File: src/rtl/pip_reg_fd_ctl.sv
// pip_reg_fd_ctl: Fetch->Decode pipeline register with stall (en_i), flush/bubble and valid bit.
// Define PIP_REG_PERF_CNT_EN to add saturating stall/flush performance counters.
module pip_reg_fd_ctl #(
  parameter int PC_WIDTH = 32,
  parameter int INSTRUCTION_WIDTH = 32,
  parameter int SIDE_WIDTH = 1,
  parameter logic [INSTRUCTION_WIDTH-1:0] NOP_INSTR = 32'h0000_0013,
  parameter int COUNT_WIDTH = 16
) (
  input  logic                         clk_i,
  input  logic                         rst_i,
  input  logic                         en_i,
  input  logic                         flush_i,
  input  logic                         validF_i,
  input  logic [PC_WIDTH-1:0]          pcF_i,
  input  logic [INSTRUCTION_WIDTH-1:0] InstrF_i,
  input  logic [PC_WIDTH-1:0]          pcPlus4F_i,
  input  logic [SIDE_WIDTH-1:0]        sideF_i,
  output logic                         validD_o,
  output logic [PC_WIDTH-1:0]          pcD_o,
  output logic [INSTRUCTION_WIDTH-1:0] InstrD_o,
  output logic [PC_WIDTH-1:0]          pcPlus4D_o,
  output logic [SIDE_WIDTH-1:0]        sideD_o,
  output logic [COUNT_WIDTH-1:0]       stallCnt_o,
  output logic [COUNT_WIDTH-1:0]       flushCnt_o
);
  logic                         valid_q, valid_d;
  logic [PC_WIDTH-1:0]          pc_q, pc_d, pc4_q, pc4_d;
  logic [INSTRUCTION_WIDTH-1:0] instr_q, instr_d;
  logic [SIDE_WIDTH-1:0]        side_q, side_d;

  // flush overrides a stall; a bubble looks exactly like the reset state
  always_comb begin
    valid_d = flush_i ? 1'b0 : en_i ? validF_i : valid_q;
    pc_d    = flush_i ? '0 : en_i ? pcF_i : pc_q;
    instr_d = flush_i ? NOP_INSTR : en_i ? InstrF_i : instr_q;
    pc4_d   = flush_i ? '0 : en_i ? pcPlus4F_i : pc4_q;
    side_d  = flush_i ? '0 : en_i ? sideF_i : side_q;
  end

  always_ff @(posedge clk_i) begin
    if (rst_i) begin
      valid_q <= 1'b0;
      pc_q    <= '0;
      instr_q <= NOP_INSTR;
      pc4_q   <= '0;
      side_q  <= '0;
    end else begin
      valid_q <= valid_d;
      pc_q    <= pc_d;
      instr_q <= instr_d;
      pc4_q   <= pc4_d;
      side_q  <= side_d;
    end
  end

  assign validD_o   = valid_q;
  assign pcD_o      = pc_q;
  assign InstrD_o   = instr_q;
  assign pcPlus4D_o = pc4_q;
  assign sideD_o    = side_q;

`ifdef PIP_REG_PERF_CNT_EN
  logic [COUNT_WIDTH-1:0] stall_cnt_q, stall_cnt_d, flush_cnt_q, flush_cnt_d;
  logic                   stall_inc, flush_inc;

  // counters saturate at all-ones instead of wrapping
  always_comb begin
    stall_inc   = !flush_i && !en_i && valid_q && !(&stall_cnt_q);
    flush_inc   = flush_i && !(&flush_cnt_q);
    stall_cnt_d = stall_cnt_q + {{(COUNT_WIDTH-1){1'b0}}, stall_inc};
    flush_cnt_d = flush_cnt_q + {{(COUNT_WIDTH-1){1'b0}}, flush_inc};
  end

  always_ff @(posedge clk_i) begin
    if (rst_i) begin
      stall_cnt_q <= '0;
      flush_cnt_q <= '0;
    end else begin
      stall_cnt_q <= stall_cnt_d;
      flush_cnt_q <= flush_cnt_d;
    end
  end

  assign stallCnt_o = stall_cnt_q;
  assign flushCnt_o = flush_cnt_q;
`else
  assign stallCnt_o = '0;
  assign flushCnt_o = '0;
`endif
endmodule

File: config.mk
export PLATFORM = sky130hd
export DESIGN_NAME = pip_reg_fd_ctl
export DESIGN_NICKNAME = d
export VERILOG_FILES = /design/src/rtl/pip_reg_fd_ctl.sv
export SDC_FILE = /design/constraint.sdc
export NUM_CORES = 1
export LEC_CHECK = 0
export CELL_PAD_IN_SITES_DETAIL_PLACEMENT = 0
export CELL_PAD_IN_SITES_GLOBAL_PLACEMENT = 1
export CORE_UTILIZATION = 28
export DETAILED_ROUTE_END_ITERATION = 7
export GPL_TIMING_DRIVEN = 0
export HOLD_SLACK_MARGIN = 0.06
export PLACE_DENSITY = 0.92
export SYNTH_ARGS = -nofsm -noshare
export SYNTH_HDL_FRONTEND = slang
export SYNTH_SLANG_ARGS = --single-unit
File: constraint.sdc
create_clock -name clk_i -period 1.4 [get_ports clk_i]
set_input_delay 0.14 -clock clk_i [delete_from_list [all_inputs] [get_ports clk_i]]
set_output_delay 0.14 -clock clk_i [all_outputs]
set_load 0.01 [all_outputs]
* Word-level counts from Yosys, hierarchy flattened *
Cells that the tools add are included.

cells by class
  reductions and logical operators = 1

operators by type and width
  cell              number
  $reduce_or A2 Y1  1

word-level totals
  register bits after elaboration = 98
  output and inout bits = 130
  word-level logic and storage cells = 6
  bits of input ports = 102

* Depth between registers and ports, before layout *
  depth after elaboration = 1
  gate-level depth with buffers = 5
  gate-level depth less buffers = 2

* Worst setup path before layout *
Ideal clock, no wire load.

  kind = in2reg
  start = input port en_i
  end = register instr_q[0] (netlist: InstrD_o[0])
  setup time = 0.121 ns
  data required time = 1.279 ns
  cell stages on the path = 5
  slack = 0.452 ns
  path buffers = 3
  arrival time = 0.828 ns
  path through = buf_2 -> buf_6 -> buf_6 -> mux2i_1 -> nand2_1

RTL lines
  what                  RTL line  source
  start, declared       12        input logic en_i,
  end signal, assigned  51        instr_q <= instr_d;
  end, declared         29        logic [INSTRUCTION_WIDTH-1:0] instr_q, instr_d;

* Worst setup path after layout *
  start = register pc_q[22] (netlist: pcD_o[22])
  end = output port pcD_o[22]

RTL lines
  what                    RTL line  source
  start, declared         28        logic [PC_WIDTH-1:0] pc_q, pc_d, pc4_q, pc4_d;
  start signal, assigned  50        pc_q <= pc_d;
  end, declared           20        output logic [PC_WIDTH-1:0] pcD_o,

No word-level cell between the ends.

==> impl_metrics.ini <==
[layout]
nNetsFinal = 693
nFillCells = 1169
final_common_cell = clkdlybuf4s50_1
drive_gt1_frac = 0.108
antennaDiodeCount = 0
post-route-util = 0.504
area_delta_synth_final_pct = 72.9
layout_common_cells = 152 x clkdlybuf4s50_1, 98 x dfxtp_1, 98 x mux2i_1, 96 x nor2_1, 41 x dlymetal6s2s_1

[setup_path]
r2r-start = pcD_o[31]
end_kind = output port
critical-path-max-stage-delay_ps = 550
path_depth = 1
worstSetupStartpoint = pcD_o[22]
worstRegToRegCells = 2
timing.rr.end = pcD_o[31]
crit_chain = clkdlybuf4s50_1
cp_slowest_cell = clkdlybuf4s50_1
endpoint = pcD_o[22]
reg2reg_setup_slack_ps = 760
worst-setup-path-type = flop to output port
cp-start-kind = flop
crit_family = buffers and inverters
crit_fanout = 2
path_buf_inv = 1
worst_ep_required_time_ps = 1260
arrival_ps = 1230

[timing]
finalSetupViolCount = 0
max_clock_freq_mhz = 732
drv_slew = 0
holdWs_ps = 377
finClkSkew_ps = 0
hold_viol_final = 0
min_period_over_period = 0.975
period_minus_slack_ps = 1370

[worst_hold_path]
min_path_type = primary input to flop

[clocking]
clockRootBuffer = clkbuf_16
cts_made_buffers = 9
insertion_delay_ps = 340
post-cts-setup-buffers = 0
clockBufferDepth = 2
cts_tree = built
cts.clk_slew.worst_paths_ps = 60
cts.sinks = 98
ctsHoldBuffers = 0
h-tree-depth = 3
post_cts_resized = 5

[pwr]
vdd_drop_max_mv = 0.533
leakagePower_uw = 0.00349
p_per_area_mw_per_mm2 = 998

[synthesis]
netlist_area_mm2 = 0.00373
synthMuxAreaShare = 0.263
synth_cell_types = 10
synth_top_family_by_area = multiplexers
synth-xor-area-share = 0
ys_ff_latch = 98
synth_compound_area_frac = 0
avgSynthCellArea_um2 = 10.6
synth-seq-area-share = 0.527
synthSimpleGateAreaFrac = 0.101
synth_cells = 351
yosysWarnings = 0
synthAdderAreaFrac = 0

[grt]
grt.overflow.total = 0
grt_start_max_net_pins = 15
antenna_found_initial = 0
grt_use_total = 0.148
grt_pass1_wl_um = 16100
grt_pass1_vias = 3223

[detailed_routing]
vias = 3107
dr.pass1.iters = 4
wl_per_cell_um = 12.8
ant_nets = 0
drc = 0
avgViaCountPerCell = 4.05
drtIter0Drc = 67
wirelength_um = 9850

[placed_design]
port_buffers = 198
dp_hpwl_um = 7610
finalWeightedCongestion = 0.781

[die]
initial_core_util = 0.292
die_w_um = 117
io_pins = 232
coreArea_mm2 = 0.0128
placementRows = 41
die_area_mm2 = 0.0138
die-height_um = 117

[flow_run]
maxCapViolations = 0

[status]
run_status = finished, final reports clean
[power breakdown]
part           switching (uW)  total (uW)  internal, uW
registers                44.9        2930          2880
logic                     368         975           608
clock network            1000        2520          1520
total                    1420        6430          5010
[registers in the layout (all words and copies together) (netlist names)]
signal and count:
InstrD_o 32, sideD_o 1, pcPlus4D_o 32, validD_o 1, pcD_o 32
[cells by family after synthesis]
logic type	Yosys count
buffers and inverters	54
DFF	98
muxes	98
other	1
and+or+nand+nor	100
[cell type report]
type / instances / area (um2) / share of cell area
buffer: 54 / 402 / 0.0624
timing repair buffer: 198 / 2080 / 0.323
clock buffer: 13 / 270 / 0.0420
sequential: 98 / 1960 / 0.305
clock inverter: 2 / 35.0 / 0.00544
tap: 172 / 215 / 0.0334
multi-input combinational: 230 / 1480 / 0.230
[worst min-delay path by stage]
stage,from,endpoint,depth (start not counted)
6_report,en_i,sideD_o,4
5_1_grt,en_i,InstrD_o[2],4
2_1_floorplan,rst_i,InstrD_o[0],2
4_1_cts,en_i,sideD_o,4
3_3_place_gp,InstrD_o[4],InstrD_o[4],2
3_5_place_dp,InstrD_o[0],InstrD_o[0],2
[synth_stat cells, drive strengths merged]
cell	n	area (um2)
dfxtp	98	1960
nand2	3	11.3
or2	1	6.26
nor2	96	360
mux2i	98	981
conb	1	3.75
buf	50	387
clkbuf	4	15.0
[through the flow]
stage | TNS [ps] | instance area, um2 | instances | power, uW | setup slack (ps)
floorplan | 0 | 3840 | 382 | 3450 | 452
global placement | -4590 | 6040 | 752 | 3960 | -148
detailed placement | -6300 | 6040 | 752 | 3980 | -199
CTS | 0 | 6340 | 767 | 6540 | 2.65
global route | -5.67 | 6440 | 767 | 6700 | -5.67
finish | 0 | 6440 | 767 | 6430 | 34.6
[layer usage]
metal	GRT usage	wire [um]	vias to the layer above
li1	-	-	1556
met1	0.169	3910	1403
met2	0.251	4970	138
met3	0.0535	857	10
met4	0.0560	112	0
met5	0	0	-
No activity file was read; power rests on OpenSTA's default activity.
